<file path="src/rtl/smartcargo_pkg.sv">
// Shared types and constants for the elevator stop-queue insertion planner.
// Queue entry layout: {eh_origem, tipo[1:0], origem[1:0], parada[1:0]}.
package smartcargo_pkg;

  localparam int QUEUE_DEPTH = 16;
  localparam int ADDR_W      = $clog2(QUEUE_DEPTH);
  localparam int CNT_W       = $clog2(QUEUE_DEPTH) + 1;
  localparam int ENTRY_W     = 7;

  localparam int EH_ORIGEM = 6;
  localparam int TIPO_HI   = 5;
  localparam int TIPO_LO   = 4;
  localparam int ORIG_HI   = 3;
  localparam int ORIG_LO   = 2;
  localparam int PARADA_HI = 1;
  localparam int PARADA_LO = 0;
  localparam int PARADA_W  = PARADA_HI - PARADA_LO + 1;

  // A request needs room for two entries, so 15+ occupied means reject.
  localparam logic [CNT_W-1:0] LIMITE_CHEIO = CNT_W'(QUEUE_DEPTH - 1);

  typedef enum logic [2:0] {
    OCIOSO,
    VARRE_ORIG,
    GRAVA_ORIG,
    VARRE_DEST,
    GRAVA_DEST,
    FIM
  } estado_t;

  typedef struct packed {
    logic [1:0]          tipo;
    logic [PARADA_W-1:0] origem;
    logic [PARADA_W-1:0] destino;
  } pedido_t;

  function automatic logic [ENTRY_W-1:0] monta_entrada(logic eh_origem, pedido_t p);
    return {eh_origem, p.tipo, p.origem, (eh_origem ? p.origem : p.destino)};
  endfunction

endpackage

</file>
<file path="src/rtl/planejador_insercao_if.sv">
// Request, queue-RAM and status signals of the insertion planner.
interface planejador_insercao_if;
  import smartcargo_pkg::*;

  logic                iniciar;
  logic [1:0]          in_tipo;
  logic [PARADA_W-1:0] in_origem;
  logic [PARADA_W-1:0] in_destino;
  logic                consumir;
  logic [PARADA_W-1:0] ram_parada;
  logic [PARADA_W-1:0] ram_parada_ant;

  logic [ADDR_W-1:0]   addr_sec;
  logic [ADDR_W-1:0]   addr_sec_ant;
  logic                fit;
  logic                weT;
  logic                out_eh_origem;
  logic [1:0]          out_tipo;
  logic [PARADA_W-1:0] out_origem;
  logic [PARADA_W-1:0] out_destino;
  logic                ocupado;
  logic                pronto;
  logic                erro_cheio;
  logic [CNT_W-1:0]    num_entradas;

  modport master (
    output iniciar, in_tipo, in_origem, in_destino, consumir, ram_parada, ram_parada_ant,
    input  addr_sec, addr_sec_ant, fit, weT, out_eh_origem, out_tipo, out_origem,
           out_destino, ocupado, pronto, erro_cheio, num_entradas
  );

  modport slave (
    input  iniciar, in_tipo, in_origem, in_destino, consumir, ram_parada, ram_parada_ant,
    output addr_sec, addr_sec_ant, fit, weT, out_eh_origem, out_tipo, out_origem,
           out_destino, ocupado, pronto, erro_cheio, num_entradas
  );

endinterface

</file>
<file path="src/rtl/comparador_entre.sv">
// True when alvo lies strictly between two consecutive stops, in either direction.
module comparador_entre
  import smartcargo_pkg::*;
(
  input  logic [PARADA_W-1:0] ant,
  input  logic [PARADA_W-1:0] atual,
  input  logic [PARADA_W-1:0] alvo,
  output logic                entre
);

  assign entre = ((ant < alvo) && (alvo < atual)) ||
                 ((ant > alvo) && (alvo > atual));

endmodule

</file>
<file path="src/rtl/planejador_insercao.sv">
// Scans the external stop queue one index per cycle and inserts a request's
// origin then destination entry, either in a between-floors gap or at the tail.
module planejador_insercao
  import smartcargo_pkg::*;
(
  input  logic                 clk,
  input  logic                 clear_n,
  planejador_insercao_if.slave bus
);

  estado_t             estado;
  pedido_t             req;
  logic [ADDR_W-1:0]   k, pos, pos_grav, pos_ef, k_ant;
  logic [CNT_W-1:0]    num, num_prox;
  logic [ENTRY_W-1:0]  dado_q;
  logic                fit_q, wet_q, pronto_q, erro_q;
  logic [PARADA_W-1:0] alvo;
  logic                entre, no_fim, gravando, eh_orig;

  assign eh_orig  = (estado == VARRE_ORIG);
  assign alvo     = eh_orig ? req.origem : req.destino;
  assign no_fim   = ({1'b0, k} >= num);
  assign gravando = fit_q | wet_q;
  assign k_ant    = (k == '0) ? '0 : k - 1'b1;

  // Where the origin landed; a same-cycle head removal shifts it down by one.
  assign pos_grav = fit_q ? k : num[ADDR_W-1:0];
  assign pos_ef   = (bus.consumir && pos_grav != '0) ? pos_grav - 1'b1 : pos_grav;

  comparador_entre u_cmp (
    .ant   (bus.ram_parada_ant),
    .atual (bus.ram_parada),
    .alvo  (alvo),
    .entre (entre)
  );

  always_comb begin
    num_prox = num;
    if (gravando && !bus.consumir)
      num_prox = num + 1'b1;
    else if (!gravando && bus.consumir && num != '0)
      num_prox = num - 1'b1;
  end

  always_ff @(posedge clk or negedge clear_n) begin
    if (!clear_n) begin
      estado   <= OCIOSO;
      req      <= '0;
      k        <= '0;
      pos      <= '0;
      num      <= '0;
      dado_q   <= '0;
      fit_q    <= 1'b0;
      wet_q    <= 1'b0;
      pronto_q <= 1'b0;
      erro_q   <= 1'b0;
    end else begin
      num      <= num_prox;
      dado_q   <= '0;
      fit_q    <= 1'b0;
      wet_q    <= 1'b0;
      pronto_q <= 1'b0;
      erro_q   <= 1'b0;
      case (estado)
        OCIOSO: begin
          if (bus.iniciar) begin
            if (num >= LIMITE_CHEIO) begin
              erro_q <= 1'b1;
            end else begin
              req    <= '{tipo: bus.in_tipo, origem: bus.in_origem, destino: bus.in_destino};
              k      <= ADDR_W'(1);
              estado <= VARRE_ORIG;
            end
          end
        end
        VARRE_ORIG, VARRE_DEST: begin
          // RAM contents shift under us on consumir, so restart this phase.
          if (bus.consumir) begin
            if (eh_orig) begin
              k <= ADDR_W'(1);
            end else begin
              k   <= (pos == '0) ? ADDR_W'(1) : pos;
              pos <= (pos == '0) ? '0 : pos - 1'b1;
            end
          end else if (no_fim || entre) begin
            fit_q  <= !no_fim;
            wet_q  <= no_fim;
            dado_q <= monta_entrada(eh_orig, req);
            estado <= eh_orig ? GRAVA_ORIG : GRAVA_DEST;
          end else begin
            k <= k + 1'b1;
          end
        end
        GRAVA_ORIG: begin
          pos    <= pos_ef;
          k      <= pos_ef + 1'b1;
          estado <= VARRE_DEST;
        end
        GRAVA_DEST: begin
          pronto_q <= 1'b1;
          estado   <= FIM;
        end
        FIM: begin
          k      <= '0;
          estado <= OCIOSO;
        end
        default: estado <= OCIOSO;
      endcase
    end
  end

  assign bus.addr_sec      = k;
  assign bus.addr_sec_ant  = k_ant;
  assign bus.fit           = fit_q;
  assign bus.weT           = wet_q;
  assign bus.out_eh_origem = dado_q[EH_ORIGEM];
  assign bus.out_tipo      = dado_q[TIPO_HI:TIPO_LO];
  assign bus.out_origem    = dado_q[ORIG_HI:ORIG_LO];
  assign bus.out_destino   = dado_q[PARADA_HI:PARADA_LO];
  assign bus.ocupado       = (estado != OCIOSO);
  assign bus.pronto        = pronto_q;
  assign bus.erro_cheio    = erro_q;
  assign bus.num_entradas  = num;

endmodule

</file>
<file path="src/flat_wrapper.sv">
// flat-port wrapper written by rule: the top's interface ports become plain ports
module planejador_insercao_flat import smartcargo_pkg::*;
  (clk, clear_n, bus_iniciar, bus_in_tipo, bus_in_origem, bus_in_destino, bus_consumir, bus_ram_parada, bus_ram_parada_ant, bus_addr_sec, bus_addr_sec_ant, bus_fit, bus_weT, bus_out_eh_origem, bus_out_tipo, bus_out_origem, bus_out_destino, bus_ocupado, bus_pronto, bus_erro_cheio, bus_num_entradas);
  planejador_insercao_if bus_i ();
  input  logic clk;
  input  logic clear_n;
  input wire logic [$bits(bus_i.iniciar)-1:0] bus_iniciar;
  input wire logic [$bits(bus_i.in_tipo)-1:0] bus_in_tipo;
  input wire logic [$bits(bus_i.in_origem)-1:0] bus_in_origem;
  input wire logic [$bits(bus_i.in_destino)-1:0] bus_in_destino;
  input wire logic [$bits(bus_i.consumir)-1:0] bus_consumir;
  input wire logic [$bits(bus_i.ram_parada)-1:0] bus_ram_parada;
  input wire logic [$bits(bus_i.ram_parada_ant)-1:0] bus_ram_parada_ant;
  output wire logic [$bits(bus_i.addr_sec)-1:0] bus_addr_sec;
  output wire logic [$bits(bus_i.addr_sec_ant)-1:0] bus_addr_sec_ant;
  output wire logic [$bits(bus_i.fit)-1:0] bus_fit;
  output wire logic [$bits(bus_i.weT)-1:0] bus_weT;
  output wire logic [$bits(bus_i.out_eh_origem)-1:0] bus_out_eh_origem;
  output wire logic [$bits(bus_i.out_tipo)-1:0] bus_out_tipo;
  output wire logic [$bits(bus_i.out_origem)-1:0] bus_out_origem;
  output wire logic [$bits(bus_i.out_destino)-1:0] bus_out_destino;
  output wire logic [$bits(bus_i.ocupado)-1:0] bus_ocupado;
  output wire logic [$bits(bus_i.pronto)-1:0] bus_pronto;
  output wire logic [$bits(bus_i.erro_cheio)-1:0] bus_erro_cheio;
  output wire logic [$bits(bus_i.num_entradas)-1:0] bus_num_entradas;
  assign bus_i.iniciar = bus_iniciar;
  assign bus_i.in_tipo = bus_in_tipo;
  assign bus_i.in_origem = bus_in_origem;
  assign bus_i.in_destino = bus_in_destino;
  assign bus_i.consumir = bus_consumir;
  assign bus_i.ram_parada = bus_ram_parada;
  assign bus_i.ram_parada_ant = bus_ram_parada_ant;
  assign bus_addr_sec = bus_i.addr_sec;
  assign bus_addr_sec_ant = bus_i.addr_sec_ant;
  assign bus_fit = bus_i.fit;
  assign bus_weT = bus_i.weT;
  assign bus_out_eh_origem = bus_i.out_eh_origem;
  assign bus_out_tipo = bus_i.out_tipo;
  assign bus_out_origem = bus_i.out_origem;
  assign bus_out_destino = bus_i.out_destino;
  assign bus_ocupado = bus_i.ocupado;
  assign bus_pronto = bus_i.pronto;
  assign bus_erro_cheio = bus_i.erro_cheio;
  assign bus_num_entradas = bus_i.num_entradas;
  planejador_insercao u_core (.clk(clk), .clear_n(clear_n), .bus(bus_i));
endmodule
</file>
<file path="config.mk">
export PLATFORM = sky130hd
export DESIGN_NAME = planejador_insercao_flat
export DESIGN_NICKNAME = d
export VERILOG_FILES = /design/src/rtl/smartcargo_pkg.sv /design/src/rtl/planejador_insercao_if.sv /design/src/rtl/comparador_entre.sv /design/src/rtl/planejador_insercao.sv /design/src/flat_wrapper.sv
export SDC_FILE = /design/constraint.sdc
export NUM_CORES = 1
export LEC_CHECK = 0
export BUFFER_PORTS_ARGS = -buffer_cell sky130_fd_sc_hd__buf_2
export CORE_MARGIN = 3
export CORE_UTILIZATION = 50
export DETAILED_ROUTE_END_ITERATION = 10
export GPL_TIMING_DRIVEN = 0
export PLACE_DENSITY = 0.83
export SLEW_MARGIN = 20
export SYNTH_ARGS = -nofsm -noshare
export SYNTH_HDL_FRONTEND = slang
export SYNTH_SLANG_ARGS = --single-unit
</file>
<file path="constraint.sdc">
create_clock -name clk -period 2.7 [get_ports clk]
set_input_delay 0.405 -clock clk [delete_from_list [all_inputs] [get_ports clk]]
set_output_delay 0.405 -clock clk [all_outputs]
set_load 0.01 [all_outputs]
</file>
## Yosys cells after proc, flatten, opt, wreduce, memory -nomap -nowiden

Index checks and enable logic that the tools add are counted.

| cells by class | value |
|---|---|
| order comparisons | 6 |
| shifts and indexed selects | 0 |
| reduce and logical (&&, ||, !) cells | 25 |
| eq/ne operators | 12 |
| divide/modulo/power cells | 0 |
| $mul | 0 |
| bitwise operators | 2 |
| $add $sub $neg | 7 |
| muxes and demuxes | 36 |

Operators with widths:

| operator | count |
|---|---|
| $mux 4 | 12 |
| $mux 7 | 3 |
| $pmux 4 s4 | 1 |
| $mux 3 | 5 |
| $pmux 3 s4 | 1 |
| $sub 4x1->4 const B | 3 |
| $mux 1 | 10 |
| $mux 5 | 2 |
| $ne 2x2->1 const B | 5 |
| $add 4x1->4 const B | 2 |
| $logic_not 4->1 | 2 |
| $pmux 4 s2 | 1 |
| $reduce_and 4->1 | 2 |
| $reduce_bool 4->1 | 2 |
| $eq 3x2->1 const B | 2 |
| $eq 3x3->1 const B | 2 |
| $logic_and 1x1->1 | 6 |
| $reduce_and 3->1 | 2 |
| $add 5x1->5 const B | 1 |
| $ge 4x5->1 | 1 |
| $ge 5x4->1 const B | 1 |
| $reduce_bool 5->1 | 1 |
| $sub 5x1->5 const B | 1 |
| $gt 2x2->1 | 2 |
| 13 further kinds | 18 |

| storage, ports and cells | value |
|---|---|
| input port bits | 14 |
| bits in read-only memories | 0 |
| logic and storage cells | 100 |
| output and inout port bits | 25 |
| bits in latches | 0 |
| memories kept | 0 |
| register bits | 33 |
| bits in writable memories | 0 |

## Depth between registers and ports, before layout

| depth | value |
|---|---|
| depth after elaboration | 9 |
| depth in mapped cells | 12 |
| mapped depth without buffers | 11 |

## By module

A second synthesis with hierarchy kept.

| unflattened totals | value |
|---|---|
| cell total of the unflattened synthesis | 232 |
| area total of the unflattened synthesis | 2215.9 um^2 |

By module, submodules not included:

| module | area an instance (um^2) | instances | sequential area each (um^2) | cells an instance |
|---|---|---|---|---|
| planejador_insercao | 2080.7 | 1 | 825.8 | 217 |
| comparador_entre | 135.1 | 1 | 0.0 | 15 |

## Worst setup path before layout

OpenSTA, ideal clock, no wires.

| timing | value |
|---|---|
| path kind | flip-flop to flip-flop |
| start point | reg u_core.estado[2] |
| end point | reg u_core.k[2], in the netlist u_core.bus.addr_sec[2] |
| buffers on the path | 1 |
| clock period less this slack | 2.758 ns |
| stages on the path, launching flop included | 12 |
| library setup time | 0.121 ns |
| arrival | 2.637 ns |
| slack | -0.058 ns |
| required time | 2.579 ns |
| cells stage by stage | dfrtp_1 > clkbuf_1 > nand2b_1 > nor2_1 > mux2i_1 > inv_1 > ha_1 > nor2b_1 > o41a_1 > a21oi_1 > nor2b_1 > a22o_1 |

| on the way | value |
|---|---|
| cells in the longest elaborated chain, start to end | 8 |
| elaborated cells on any way between the ends | 23 |
| those cells by class | order compare: 4; eq/ne: 7; mux: 4; reduce/logical: 8 |

Ends and longest elaborated chain:

| item | RTL line | source |
|---|---|---|
| from (decl) | planejador_insercao.sv:11 | `estado_t estado;` |
| from (signal assigned) | planejador_insercao.sv:89 | `estado <= eh_orig ? GRAVA_ORIG : GRAVA_DEST;` |
| $eq 3x1->1 | planejador_insercao.sv:20, planejador_insercao.sv:64 |  |
| $mux 2 | planejador_insercao.sv:21 | `assign alvo = eh_orig ? req.origem : req.destino;` |
| $lt 2x2->1 or $gt 2x2->1 (tied branches) | comparador_entre.sv:11, comparador_entre.sv:12 |  |
| $logic_and 1x1->1, on equally long branches | comparador_entre.sv:11, comparador_entre.sv:12 |  |
| $logic_or 1x1->1 | comparador_entre.sv:11 | `assign entre = ((ant < alvo) && (alvo < atual)) \|\|` |
| $logic_or 1x1->1 | planejador_insercao.sv:85 | `end else if (no_fim \|\| entre) begin` |
| $ne 3x3->1 (no source line) | -- |  |
| $reduce_and 4->1 (no source line) | -- |  |
| to (signal assigned) | planejador_insercao.sv:82 | `k <= (pos == '0) ? ADDR_W'(1) : pos;` |
| to (signal assigned) | planejador_insercao.sv:91 | `k <= k + 1'b1;` |
| to (signal assigned) | planejador_insercao.sv:96 | `k <= pos_ef + 1'b1;` |
| to (decl) | planejador_insercao.sv:13 | `logic [ADDR_W-1:0] k, pos, pos_grav, pos_ef, k_ant;` |

Several ways; a longest one is shown, not always the timed one.
A chain may end at the register's enable or synchronous reset.

## Final worst setup path

| timing | value |
|---|---|
| start point | reg u_core.estado[2] |
| end point | reg u_core.k[3], in the netlist u_core.bus.addr_sec[3] |

The elaborated chain is that of the path after synthesis.

==> flow_summary.toml <==
[run_status]
status = "finished clean"

[finish]
layout-area-overhead-vs-synth_pct = 25.9
drive_gt1_frac = 0.323
fin_area_um2 = 2690
nFillCells = 322
n_antenna_cell = 0
nets = 310

[yosys]
synth-compound-area-share = 0.157
synth_edf_count = 0
ys_top_cells_by_count = "dfrtp_1, nor2_1, ha_1"
syn_inst = 225
ys.flop_type = "dfrtp_1"
synth_top_area_frac = 0.387
syn_area_um2 = 2130
synthXorXnorAreaFrac = 0.0411
ys_top_cells_by_area = "dfrtp_1, ha_1, a21oi_1"
synth_most_common_cell = "dfrtp_1"
synth_nets = 257
ys_ff_latch = 33
synthArstFlopShare = 1.00
netlist-cell-type-count = 47
yosys.area.top_type = "dfrtp_1"
synthAdderAreaFrac = 0.109
seq_area_frac_synth = 0.387
yosys_warnings = 0
yosys.area_share.simple = 0.188
postSynthAreaPerCell_um2 = 9.48
synthMuxAreaShare = 0.0786
synth_top_family_by_area = "simple AND/OR/NAND/NOR gates"

[sta]
setup_viol = 0
hold_viol = 0
tightest_slew_ps = 732
finalSetupTns_ps = 0
drv_slew = 0
fin_crit_ps = 2650
finClkSkew_ps = 3.22
setup_ws_ps = 50.4
relSlewSlack = 0.512
fmax_mhz = 377
fin_crit_sh = 0.981

[clock_tree]
clock-sinks = 33
cts_buffer_depth = 2
h-tree-depth = 2
cts_tree = "built"
clk_latency_ps = 290
cts_root_buf = "clkbuf_8"
cts.clk_slew.worst_paths_ps = 70
holdBufCountCts = 0
cts-buffers-inserted = 5

[die]
die-area_um2 = 5090
start_util = 0.526
top_level_ports = 39
fp.dieH_um = 71.3
coreArea_um2 = 4060
row_count = 23
die_width_um = 71.3

[global_routing]
overflow = 0
grt_pass1_vias = 1796
antenna_found_initial = 0
grt_max_degree = 34
grt.total_usage = 0.204
grt_pass1_wl_mm = 8.26

[worst_setup_path]
critPathCapture = "u_core.bus.addr_sec[3]"
timing.rr.start = "u_core.estado[2]"
r2r_slack_ps = 50
cp-startpoint = "u_core.estado[2]"
end_kind = "flip-flop"
worstReg2RegEnd = "u_core.bus.addr_sec[3]"
critPathLaunchType = "flip-flop"
crit_family = "simple AND/OR/NAND/NOR gates"
critical_path_class = "flip-flop to flip-flop"
cp_max_fo = 5
required_ps = 2920
cp_data_arrival_time_ps = 2860
max_stage_delay_ps = 410
crit_cells = 10
cp_slowest_cell = "dfrtp_2"
worstPathCellList = "nand2b_4 > nor2_4 > mux2i_2 > ha_1 > nor2b_1 > o221ai_1 > o41a_1 > a21oi_4 > or3b_4 > o211ai_2"
cp.buffers_inverters = 0
reg2reg_depth = 10

[drt]
via_per_inst = 5.76
drc_errors = 0
wl_per_cell_um = 15.7
detail_route.first_pass.iterations = 4
initialDrtViolationCount = 146
drt_wl_total_mm = 5.16
via_count = 1896
postRouteAntennaNets = 0

[worst_hold_path]
hold_path_class = "input port to asynchronous set/reset pin"

[run]
drv_cap = 0

[placement]
port_buffers = 38
placedInstanceArea_um2 = 2390
place_congestion = 0.879
place_ws_ps = -339
dp_hpwl_mm = 3.55

[pwr]
power.total_uw = 3810
leakage_uw = 0.00129
ir_worst_vdd_mv = 0.771
p_per_area_nw_per_um2 = 1420
routing by layer:
metal	global-route usage	routed length [um]	vias to the layer above
met5	0	0	-
met4	0.0480	31	0
met3	0.0505	380	4
met2	0.361	2610	81
met1	0.250	2140	911
li1	-	-	900
worst min-delay path by stage:
| stage | start | to | slack, ps |
|---|---|---|---|
| 4_1_cts | clear_n | u_core.req[5] | 190 |
| 6_report | clear_n | u_core.req[5] | 170 |
| 3_5_place_dp | u_core.req[5] | u_core.dado_q[5] | 460 |
| 5_1_grt | clear_n | u_core.req[1] | 220 |
| 2_1_floorplan | clear_n | u_core.bus.addr_sec[0] | 110 |
| 3_3_place_gp | u_core.req[5] | u_core.dado_q[5] | 460 |
registers in the layout (all words and copies together), names as in the netlist:
register,cells
u_core.bus.pronto,1
u_core.bus.addr_sec,4
u_core.pos,4
u_core.estado,3
u_core.bus.fit,1
u_core.bus.num_entradas,5
u_core.bus.erro_cheio,1
u_core.dado_q,7
u_core.bus.weT,1
u_core.req,6
stage by stage:
stage,cells,hold WS (ps),utilization
final,329,174,0.662
after global routing,329,219,0.662
after CTS,322,194,0.632
after detailed placement,313,461,0.590
after global placement,313,462,0.590
after floorplan,225,109,-
what timing repair did:
action	in CTS	in global routing
setup buffers	3	7
endpoints found under the setup margin	14	7
resized for setup	9	18
pin swaps	3	4
layout make-up:
cell class                      instances  area, um^2  area share
Inverter                               16        60.1      0.0224
Tap cell                               50        62.6      0.0233
Timing Repair Buffer                   48         273       0.102
Buffer                                  2        15.0     0.00559
Clock buffer                            5        68.8      0.0256
Multi-Input combinational cell        172        1330       0.496
Sequential cell                        33         830       0.309
Clock inverter                          3        46.3      0.0172
worst register-to-register path, stage by stage, from the launching register on:
cell and delay [ps]:
dfrtp_2 410, nand2b_4 160, nor2_4 140, mux2i_2 300, ha_1 290, nor2b_1 160, o221ai_1 200, o41a_1 340
a21oi_4 120, or3b_4 400, o211ai_2 70
layout by cell type, fill, tap and decap left out, types with 3 or more instances in the layout:
cell,instances
buf_2,38
inv_1,15
a21oi_1,15
nand3_1,7
mux2_2,6
clkbuf_8,5
nor2b_1,3
xor2_1,6
dfrtp_1,30
o21ai_0,11
nor2_1,20
dfrtp_2,3
ha_1,15
buf_4,8
buf_6,3
mux2i_1,3
nor3_1,5
nand2_1,14
xnor2_1,3
a21o_1,3
o22ai_1,4
and2_1,8
where the power goes:
group | switching (uW) | internal [uW] | leakage [uW]
registers | 289 | 713 | 0.000416
logic | 1220 | 1120 | 0.000821
clock network | 194 | 276 | 0.0000543
cells by family (layout without fill, tap and decap cells):
kind of cell | after synthesis | count (layout)
DFF | 33 | 33
buffers and inverters | 20 | 74
adders and majority gates | 18 | 18
AOI/OAI and AO/OA | 52 | 52
and+or+nand+nor | 77 | 77
xor gates and xnor gates | 10 | 10
muxes | 15 | 15
No activity file was read; power rests on OpenSTA's default activity.
